<file path="src/rtl/uart_tx_fmt_if.sv">
// FIFO push side of uart_tx_fmt: write strobe/data from the register file,
// occupancy flags back to it.
interface uart_tx_fmt_if #(
    parameter int DATA_WIDTH = 8,
    parameter int FIFO_DEPTH = 16
);
    logic                          we_i;
    logic [DATA_WIDTH-1:0]         din_i;
    logic                          full_o;
    logic                          empty_o;
    logic [$clog2(FIFO_DEPTH):0]   level_o;

    modport master (output we_i, din_i, input full_o, empty_o, level_o);
    modport slave  (input we_i, din_i, output full_o, empty_o, level_o);
endinterface

</file>
<file path="src/rtl/uart_tx_fmt.sv">
// Configurable-format UART transmitter (5..DATA_WIDTH data bits, parity,
// 1/2 stop bits, break) fed from an internal FIFO.
module uart_tx_fmt #(
    parameter int DATA_WIDTH = 8,
    parameter int FIFO_DEPTH = 16,
    parameter int DIV_WIDTH  = 16
) (
    input  logic                              clk_i,
    input  logic                              rst_ni,
    input  logic [DIV_WIDTH-1:0]              baud_div_i,
    input  logic                              tx_en_i,
    input  logic [$clog2(DATA_WIDTH+1)-1:0]   cfg_nbits_i,
    input  logic [1:0]                        cfg_parity_i,
    input  logic                              cfg_stop2_i,
    input  logic                              break_i,
    uart_tx_fmt_if.slave                      bus,
    output logic                              busy_o,
    output logic                              done_o,
    output logic                              tx_o
);
    localparam int NBW = $clog2(DATA_WIDTH + 1);
    localparam int AW  = $clog2(FIFO_DEPTH);
    localparam int LW  = AW + 1;

    typedef enum logic [2:0] {S_IDLE, S_START, S_DATA, S_PARITY, S_STOP, S_BREAK} state_t;

    logic [DATA_WIDTH-1:0] mem [FIFO_DEPTH];
    logic [AW-1:0]         wr_ptr_q, rd_ptr_q;
    logic [LW-1:0]         level_q, level_nxt;
    logic                  full_q, empty_q;
    logic                  push, pop;

    state_t                state_q;
    logic [DIV_WIDTH-1:0]  cnt_q, p_m1;
    logic [DATA_WIDTH-1:0] sh_q, mask, head_masked;
    logic [NBW-1:0]        bit_idx_q, nm1_q, n_cl;
    logic                  par_en_q, par_bit_q, stop2_q, stop_left_q, brk_q, tx_q;
    logic                  ld_par, start_ok, stop_final;

    assign push = bus.we_i && !full_q;

    always_comb begin
        level_nxt = level_q;
        if (push && !pop)
            level_nxt = level_q + LW'(1);
        else if (!push && pop)
            level_nxt = level_q - LW'(1);
    end

    always_ff @(posedge clk_i) begin
        if (push)
            mem[wr_ptr_q] <= bus.din_i;
    end

    always_ff @(posedge clk_i or negedge rst_ni) begin
        if (!rst_ni) begin
            wr_ptr_q <= '0;
            rd_ptr_q <= '0;
            level_q  <= '0;
            full_q   <= 1'b0;
            empty_q  <= 1'b1;
        end else begin
            if (push) wr_ptr_q <= wr_ptr_q + AW'(1);
            if (pop)  rd_ptr_q <= rd_ptr_q + AW'(1);
            level_q <= level_nxt;
            full_q  <= (level_nxt == LW'(FIFO_DEPTH));
            empty_q <= (level_nxt == '0);
        end
    end

    assign bus.full_o  = full_q;
    assign bus.empty_o = empty_q;
    assign bus.level_o = level_q;

    // Frame format is captured from the FIFO head and cfg_* at the pop cycle.
    always_comb begin
        if (cfg_nbits_i < NBW'(5))
            n_cl = NBW'(5);
        else if (cfg_nbits_i > NBW'(DATA_WIDTH))
            n_cl = NBW'(DATA_WIDTH);
        else
            n_cl = cfg_nbits_i;
        mask = '0;
        for (int unsigned i = 0; i < DATA_WIDTH; i++)
            mask[i] = (i < 32'(n_cl));
        head_masked = mem[rd_ptr_q] & mask;
        case (cfg_parity_i)
            2'b01:   ld_par = ^head_masked;
            2'b10:   ld_par = ~(^head_masked);
            default: ld_par = 1'b1;
        endcase
        p_m1 = (baud_div_i == '0) ? '0 : baud_div_i - DIV_WIDTH'(1);
    end

    assign start_ok   = !break_i && tx_en_i && !empty_q;
    assign stop_final = (state_q == S_STOP) && (cnt_q == '0) && !stop_left_q;
    assign pop        = start_ok && ((state_q == S_IDLE) || (stop_final && !brk_q));
    assign done_o     = stop_final && !brk_q;
    assign busy_o     = (state_q != S_IDLE);
    assign tx_o       = tx_q;

    always_ff @(posedge clk_i or negedge rst_ni) begin
        if (!rst_ni) begin
            state_q     <= S_IDLE;
            cnt_q       <= '0;
            sh_q        <= '0;
            bit_idx_q   <= '0;
            nm1_q       <= '0;
            par_en_q    <= 1'b0;
            par_bit_q   <= 1'b0;
            stop2_q     <= 1'b0;
            stop_left_q <= 1'b0;
            brk_q       <= 1'b0;
            tx_q        <= 1'b1;
        end else if (pop) begin
            // Covers both the idle start and the zero-gap chained start.
            state_q   <= S_START;
            cnt_q     <= p_m1;
            sh_q      <= head_masked;
            bit_idx_q <= '0;
            nm1_q     <= n_cl - NBW'(1);
            par_en_q  <= |cfg_parity_i;
            par_bit_q <= ld_par;
            stop2_q   <= cfg_stop2_i;
            brk_q     <= 1'b0;
            tx_q      <= 1'b0;
        end else begin
            case (state_q)
                S_IDLE: begin
                    if (break_i) begin
                        state_q <= S_BREAK;
                        brk_q   <= 1'b1;
                        tx_q    <= 1'b0;
                    end
                end
                S_START: begin
                    if (cnt_q == '0) begin
                        state_q <= S_DATA;
                        cnt_q   <= p_m1;
                        tx_q    <= sh_q[0];
                    end else begin
                        cnt_q <= cnt_q - DIV_WIDTH'(1);
                    end
                end
                S_DATA: begin
                    if (cnt_q == '0) begin
                        cnt_q <= p_m1;
                        if (bit_idx_q == nm1_q) begin
                            if (par_en_q) begin
                                state_q <= S_PARITY;
                                tx_q    <= par_bit_q;
                            end else begin
                                state_q     <= S_STOP;
                                stop_left_q <= stop2_q;
                                tx_q        <= 1'b1;
                            end
                        end else begin
                            bit_idx_q <= bit_idx_q + NBW'(1);
                            sh_q      <= sh_q >> 1;
                            tx_q      <= sh_q[1];
                        end
                    end else begin
                        cnt_q <= cnt_q - DIV_WIDTH'(1);
                    end
                end
                S_PARITY: begin
                    if (cnt_q == '0) begin
                        state_q     <= S_STOP;
                        cnt_q       <= p_m1;
                        stop_left_q <= stop2_q;
                        tx_q        <= 1'b1;
                    end else begin
                        cnt_q <= cnt_q - DIV_WIDTH'(1);
                    end
                end
                S_STOP: begin
                    if (cnt_q == '0) begin
                        if (stop_left_q) begin
                            stop_left_q <= 1'b0;
                            cnt_q       <= p_m1;
                        end else begin
                            state_q <= S_IDLE;
                            brk_q   <= 1'b0;
                            tx_q    <= 1'b1;
                        end
                    end else begin
                        cnt_q <= cnt_q - DIV_WIDTH'(1);
                    end
                end
                S_BREAK: begin
                    if (!break_i) begin
                        state_q     <= S_STOP;
                        cnt_q       <= p_m1;
                        stop_left_q <= 1'b0;
                        tx_q        <= 1'b1;
                    end
                end
                default: state_q <= S_IDLE;
            endcase
        end
    end
endmodule
</file>
<file path="src/flat_wrapper.sv">
// flat-port wrapper written by rule: the top's interface ports become plain ports
module uart_tx_fmt_flat 
#(
    parameter int DATA_WIDTH = 8,
    parameter int FIFO_DEPTH = 16,
    parameter int DIV_WIDTH  = 16
)
  (clk_i, rst_ni, baud_div_i, tx_en_i, cfg_nbits_i, cfg_parity_i, cfg_stop2_i, break_i, busy_o, done_o, tx_o, bus_we_i, bus_din_i, bus_full_o, bus_empty_o, bus_level_o);
  uart_tx_fmt_if #(.DATA_WIDTH(DATA_WIDTH), .FIFO_DEPTH(FIFO_DEPTH)) bus_i ();
  input  logic clk_i;
  input  logic rst_ni;
  input  logic [DIV_WIDTH-1:0] baud_div_i;
  input  logic tx_en_i;
  input  logic [$clog2(DATA_WIDTH+1)-1:0] cfg_nbits_i;
  input  logic [1:0] cfg_parity_i;
  input  logic cfg_stop2_i;
  input  logic break_i;
  output logic busy_o;
  output logic done_o;
  output logic tx_o;
  input wire logic [$bits(bus_i.we_i)-1:0] bus_we_i;
  input wire logic [$bits(bus_i.din_i)-1:0] bus_din_i;
  output wire logic [$bits(bus_i.full_o)-1:0] bus_full_o;
  output wire logic [$bits(bus_i.empty_o)-1:0] bus_empty_o;
  output wire logic [$bits(bus_i.level_o)-1:0] bus_level_o;
  assign bus_i.we_i = bus_we_i;
  assign bus_i.din_i = bus_din_i;
  assign bus_full_o = bus_i.full_o;
  assign bus_empty_o = bus_i.empty_o;
  assign bus_level_o = bus_i.level_o;
  uart_tx_fmt #(.DATA_WIDTH(DATA_WIDTH), .FIFO_DEPTH(FIFO_DEPTH), .DIV_WIDTH(DIV_WIDTH)) u_core (.clk_i(clk_i), .rst_ni(rst_ni), .baud_div_i(baud_div_i), .tx_en_i(tx_en_i), .cfg_nbits_i(cfg_nbits_i), .cfg_parity_i(cfg_parity_i), .cfg_stop2_i(cfg_stop2_i), .break_i(break_i), .bus(bus_i), .busy_o(busy_o), .done_o(done_o), .tx_o(tx_o));
endmodule
</file>
<file path="config.mk">
export PLATFORM = sky130hd
export DESIGN_NAME = uart_tx_fmt_flat
export DESIGN_NICKNAME = d
export VERILOG_FILES = /design/src/rtl/uart_tx_fmt_if.sv /design/src/rtl/uart_tx_fmt.sv /design/src/flat_wrapper.sv
export SDC_FILE = /design/constraint.sdc
export NUM_CORES = 1
export LEC_CHECK = 0
export BUFFER_PORTS_ARGS = -buffer_cell sky130_fd_sc_hd__buf_2
export CORE_ASPECT_RATIO = 1.4
export CORE_UTILIZATION = 55
export DETAILED_ROUTE_END_ITERATION = 16
export MAX_ROUTING_LAYER = met4
export PLACE_DENSITY = 0.73
export SYNTH_ARGS = -nofsm -noshare
export SYNTH_HDL_FRONTEND = slang
export SYNTH_SLANG_ARGS = --single-unit
</file>
<file path="constraint.sdc">
create_clock -name clk_i -period 3.6 [get_ports clk_i]
set_clock_uncertainty 0.05 [all_clocks]
set_input_delay 0.18 -clock clk_i [delete_from_list [all_inputs] [get_ports clk_i]]
set_output_delay 0.18 -clock clk_i [all_outputs]
set_load 0.02 [all_outputs]
</file>
# Word-level counts from Yosys, hierarchy flattened
# Memories as Yosys holds them, arrays and structs flattened.
# Index checks and enable logic that the tools add are counted.
totals:
  regBits: 56
  latch_bits: 0
  ram_bits: 128
  rom_bits: 0
  in_bits: 36
  output_inout_bits: 10
  word_cells: 156
  memories: 1
memory_table:
  columns: ["memory", "words", "width", "rd", "rd_ports_with_merged_regs", "wr", "line_no", "text"]
  rows:
  - ["u_core.mem", 16, 8, 1, 0, 1, "uart_tx_fmt.sv:27", "logic [DATA_WIDTH-1:0] mem [FIFO_DEPTH];"]
op_classes:
  add_sub_neg: 8
  mul: 0
  n_div: 0
  n_lt_le_gt_ge: 10
  n_eq_ne: 25
  shift: 0
  n_mux: 56
  n_bitwise: 3
  reduce_logical: 37
op_table:
  columns: ["operator", "n"]
  rows:
  - ["16-bit 2-to-1 mux", 6]
  - ["16-bit one-hot mux with 3 select lines", 1]
  - ["16-bit logical NOT", 2]
  - ["8-bit 2-to-1 mux", 4]
  - ["16-bit by 1-bit subtractor with 16-bit output (second input constant)", 2]
  - ["3-bit 2-to-1 mux", 10]
  - ["4-bit 2-to-1 mux", 6]
  - ["8-bit AND reduction", 3]
  - ["1-bit 2-to-1 mux", 22]
  - ["3-bit one-hot mux with 6 select lines", 1]
  - ["3-bit by 4-bit less-than comparator with 1-bit output (first input constant)", 4]
  - ["4-bit by 1-bit adder with 4-bit output (second input constant)", 3]
  - ["3-bit by 1-bit != test with 1-bit output (second input constant)", 4]
  - ["3-bit by 2-bit != test with 1-bit output (second input constant)", 4]
  - ["5-bit 2-to-1 mux", 2]
  - ["1-bit logical AND", 9]
  - ["8-bit bitwise AND", 1]
  - ["1-bit by 4-bit less-than comparator with 1-bit output (first input constant)", 2]
  - ["2-bit by 4-bit less-than comparator with 1-bit output (first input constant)", 2]
  - ["2-bit by 1-bit != test with 1-bit output (second input constant)", 4]
  - ["4-bit nonzero test", 2]
  - ["8-bit XOR reduction", 1]
  - ["1-bit logical NOT", 7]
  - ["7-bit nonzero test", 1]
  - ["27 further kinds", 36]

# Depth between registers and ports, before layout
depth:
  word_depth: 10
  depth_mapped: 12
  ltp_nobuf: 11

# Least setup slack after synthesis
# OpenSTA, ideal clock, no wires.
synth_path:
  path_type: "register -> register"
  startpoint: "reg u_core.cnt_q[6]"
  endpoint: "reg u_core.full_q, in the netlist u_core.bus.full_o"
  setup_ps: 73
  arrival_time_ps: 2689
  t_required_ps: 3477
  slack_ps: 788
  stages_incl_launch_ff: 9
  path_buffers: 0
  synth_period_minus_slack_ps: 2812
  cell_sequence: "dfrtp_1 or3_4 or3_4 o41ai_4 nand2_2 or4_1 a21o_1 a311o_1 nor2b_1"
synth_via:
  elab_chain_cells: 10
  word_cells_on_any_way: 12
  classes_between: "eq/ne (1); mux (2); reduce/logical (9)"
synth_rtl:
  columns: ["element", "line_no", "text"]
  rows:
  - ["start: declaration", "uart_tx_fmt.sv:34", "logic [DIV_WIDTH-1:0] cnt_q, p_m1;"]
  - ["start signal: assignment", "uart_tx_fmt.sv:118", "cnt_q <= p_m1;"]
  - ["start signal: assignment", "uart_tx_fmt.sv:139", "cnt_q <= p_m1;"]
  - ["start signal: assignment", "uart_tx_fmt.sv:142", "cnt_q <= cnt_q - DIV_WIDTH'(1);"]
  - ["16-bit logical NOT (*)", "uart_tx_fmt.sv:96", "assign stop_final = (state_q == S_STOP) && (cnt_q == '0) && !stop_left_q;"]
  - ["1-bit logical AND (*) (2 in a row)", "uart_tx_fmt.sv:96", null]
  - ["1-bit logical AND (*)", "uart_tx_fmt.sv:97", "assign pop = start_ok && ((state_q == S_IDLE) || (stop_final && !brk_q));"]
  - ["1-bit logical OR (*)", "uart_tx_fmt.sv:97", null]
  - ["1-bit logical AND (*)", "uart_tx_fmt.sv:97", null]
  - ["1-bit logical AND or 1-bit logical NOT (tied branches)", "uart_tx_fmt.sv:46, uart_tx_fmt.sv:44", null]
  - ["5-bit 2-to-1 mux or 1-bit logical AND (tied branches)", "uart_tx_fmt.sv:46, uart_tx_fmt.sv:44", null]
  - ["5-bit 2-to-1 mux (*)", "uart_tx_fmt.sv:44", "if (push && !pop)"]
  - ["5-bit == test (*)", "uart_tx_fmt.sv:66", "full_q <= (level_nxt == LW'(FIFO_DEPTH));"]
  - ["end signal: assignment", "uart_tx_fmt.sv:66", null]
  - ["end: declaration", "uart_tx_fmt.sv:30", "logic full_q, empty_q;"]
# Mark *: on every way between the ends. The rest lies on a longest branch, timed or not.
# A chain may end at the register's enable or synchronous reset.

# Worst setup path after layout
layout_path:
  startpoint: "reg u_core.rd_ptr_q[0]"
  endpoint: "reg u_core.par_bit_q"
layout_via:
  elab_chain_cells: 5
layout_rtl:
  columns: ["element", "line_no", "text"]
  rows:
  - ["start: declaration", "uart_tx_fmt.sv:28", "logic [AW-1:0] wr_ptr_q, rd_ptr_q;"]
  - ["start signal: assignment", "uart_tx_fmt.sv:64", "if (pop) rd_ptr_q <= rd_ptr_q + AW'(1);"]
  - ["memory read 16 x 8 bit (*)", null, null]
  - ["8-bit bitwise AND (*)", "uart_tx_fmt.sv:86", "head_masked = mem[rd_ptr_q] & mask;"]
  - ["8-bit XOR reduction (*)", "uart_tx_fmt.sv:88, uart_tx_fmt.sv:89", null]
  - ["1-bit NOT", "uart_tx_fmt.sv:89", "2'b10: ld_par = ~(^head_masked);"]
  - ["1-bit one-hot mux with 2 select lines (*)", "uart_tx_fmt.sv:87", "case (cfg_parity_i)"]
  - ["end signal: assignment", "uart_tx_fmt.sv:123", "par_bit_q <= ld_par;"]
  - ["end: declaration", "uart_tx_fmt.sv:37", "logic par_en_q, par_bit_q, stop2_q, stop_left_q, brk_q, tx_q;"]
# Marked as above.

==> metrics <==
Die X 108.8 um; Hold Vio Cnt, Final 0; DIE AREA 0.01650 mm^2; CP Capture Type flip-flop; n_diodes 0; routed len/inst 21.42 um; Pwr Total 7.954 mW; Worst Path Class, Setup flip-flop to flip-flop; CTS tree built; pin count of the biggest net entering global routing 43; gr ovfl total 0; maximum VDD drop 0.0005051 V; initial antenna violation count 0; Detailed Place HPWL 14150 um; mapped cell area 0.008788 mm^2; Post-layout nets 780; Crit-path slowest cell dfrtp_2; status complete, no violations; multi-input logic area 0.003319 mm^2; Worst R2R Start u_core.rd_ptr_q[0]; RSZ-0062 raised after global routing false; Core ar. 0.01561 mm^2; sequential cell area 0.005250 mm^2; router iterations before antenna repair 5; Seq/Total Area, Yosys 0.5971; count leader, synth edfxtp_1; number of global-route vias before repair 5823; Critical Path Start u_core.rd_ptr_q[0]; top cells by area, synth edfxtp_1 44%, dfrtp_1 15%, mux4_2 6.4%, mux2i_1 3.1%, ha_1 2.6%; Rows 54; clock tree buffer depth 2; synthesis warning total 0; fin crit period 3139 ps; Avg Inst Size Synth 12.94 um^2; P_leak 3.662 nW; Reg clk slew, reported paths 70 ps; synth cell count leaders 128 x edfxtp_1, 54 x dfrtp_1, 44 x o21ai_0; Initial Utilization 0.5631; Final Wtd Congestion 0.9388; total CTS buffers 17; final setup violation count 0; CP Max Fanout 29; P per Cell Area 804.0 mW/mm^2; drt initial violations 459; top-area cell type share of the netlist area 0.4374; Critical path buffers and inverters 1; DP Worst Slack 488.4 ps; Worst setup SP type flip-flop; Max Cap Violations 0; crit share post-route 0.8720; crit-path leading delay family compound AO/OA/AOI/OAI gates; worst hold path type primary input to flip-flop; via count 5812; total global-route track usage 0.2672; critical path, cell by cell buf_12 -> mux2i_1 -> a221oi_1 -> o21ai_0 -> a211oi_1 -> a211oi_1 -> o21ai_0 -> a21oi_1 -> a211oi_1; total negative slack 0 ps; io pins 46; # DRC 0; setup ws final 461.0 ps; clock sinks 184; CP max stage delay 700 ps; prevailing post-synth register cell edfxtp_1; proportion of layout cells with a drive suffix above 1 0.1732; Syn Nets 733; Post-synth EDFFs 128; cells on worst reg2reg path 9; Root Driver clkbuf_16; first-pass GRT wire length 30810 um; Distinct cells, synth 62; Synth async-reset ratio 0.3043; cell accounting for the most synthesized area edfxtp_1; actual slew at the worst max-slew pin 1025 ps; hold_sp bus_din_i[7]; Slew headroom 0.3167; fmax 318.6 MHz; die height 151.6 um; WP data arrival 3430 ps; Post-CTS Setup Repair Bufs 0; Area Overhead vs Synth 12.57%; Worst-Skew Late Latency 440 ps; filler cell count 1140; Crit. path cell count 9; cell depth of the worst hold path 1; final wirelength 20030 um; Via density 6.216; DRT antenna net count 0; Synth Instances 679; htree depth 4; Critical Path RT 3890 ps; Max Slew Vio Count 0; #FFs+latches synth 184; PortBufs 45; Top cell by count, worst path a211oi_1
cells by family after synthesis:
group	synth area share
AO/OA/AOI/OAI	0.1169
adder cells (fa/ha/maj)	0.02563
flip-flops	0.5971
XOR/XNOR	0.03388
buffers and inverters	0.02520
multiplexers	0.09610
AND/OR/NAND/NOR	0.1052
power by group:
| group | switching, mW | internal [mW] |
|---|---|---|
| clock | 0.894 | 1.08 |
| sequential | 0.480 | 2.72 |
| combinational | 1.58 | 1.21 |
final timing paths:
check	end	slack (ps)
setup / recovery	u_core.par_bit_q	460
hold / removal	u_core.mem[14][7]	70
setup reg to reg	u_core.par_bit_q	460
hold reg to reg	u_core.nm1_q[1]	450
max in group asynchronous	u_core.sh_q[1]	2280
min in group asynchronous	u_core.cnt_q[10]	420
metrics by stage:
stage	hold WS, ps	util	instance area, um^2	std cells
global placement	334.1	0.5917	9235	901
global route	72.87	0.6339	9893	935
detailed placement	357.3	0.5917	9235	901
floorplan	-165.6	-	8788	679
finish	66.43	0.6339	9893	935
CTS	60.11	0.6338	9892	935
per-layer routing:
layer	GRT usage	up-vias	share of wire
met4	0.1122	0	0.029
met2	0.4842	176	0.55
met3	0.04833	41	0.037
met1	0.2835	2912	0.38
li1	-	2683	-
met5	-	-	0
repair_timing:
action,CTS,global route
setup endpoints to repair,0,1
gates resized for setup,0,1
hold buffers,2,0
hold endpoints to repair,40,0
cell usage in the layout, fill, tap and decap left out, types with 3 or more instances in the layout:
cell type,instances
edfxtp_1,128
dfrtp_1,52
buf_2,45
o21ai_0,44
nand2_1,40
nor2_1,38
a21oi_1,34
mux2i_1,27
mux4_2,25
and2_1,23
inv_1,20
nor3_1,20
xnor2_1,19
ha_1,18
clkbuf_16,17
xor2_1,15
a22oi_1,13
buf_4,13
a211oi_1,11
nor4_1,9
nand3_1,9
nand2b_1,9
a221oi_1,8
nor2b_1,7
o211ai_1,6
inv_8,6
or3_1,5
a22o_1,5
o21a_1,5
o22ai_1,4
inv_6,4
nand4_1,3
nor3b_1,3
clkinv_8,3
flip-flops by register name, indices dropped and copies added, names as in the netlist, 3 cells and up:
name,count
u_core.rd_ptr_q,4
u_core.cnt_q,16
u_core.wr_ptr_q,4
u_core.mem,128
u_core.bit_idx_q,4
u_core.sh_q,8
u_core.bus.level_o,5
u_core.nm1_q,4
u_core.state_q,3
area by class of cell:
cell class,instances,share of cell area
sequential,184,0.5307
tap,196,0.02479
timing repair buffer,61,0.03668
multi-input combinational,441,0.3355
inverter,21,0.007968
clock inverter,15,0.02137
clock buffer,17,0.04300
No activity file was read; power rests on OpenSTA's default activity.
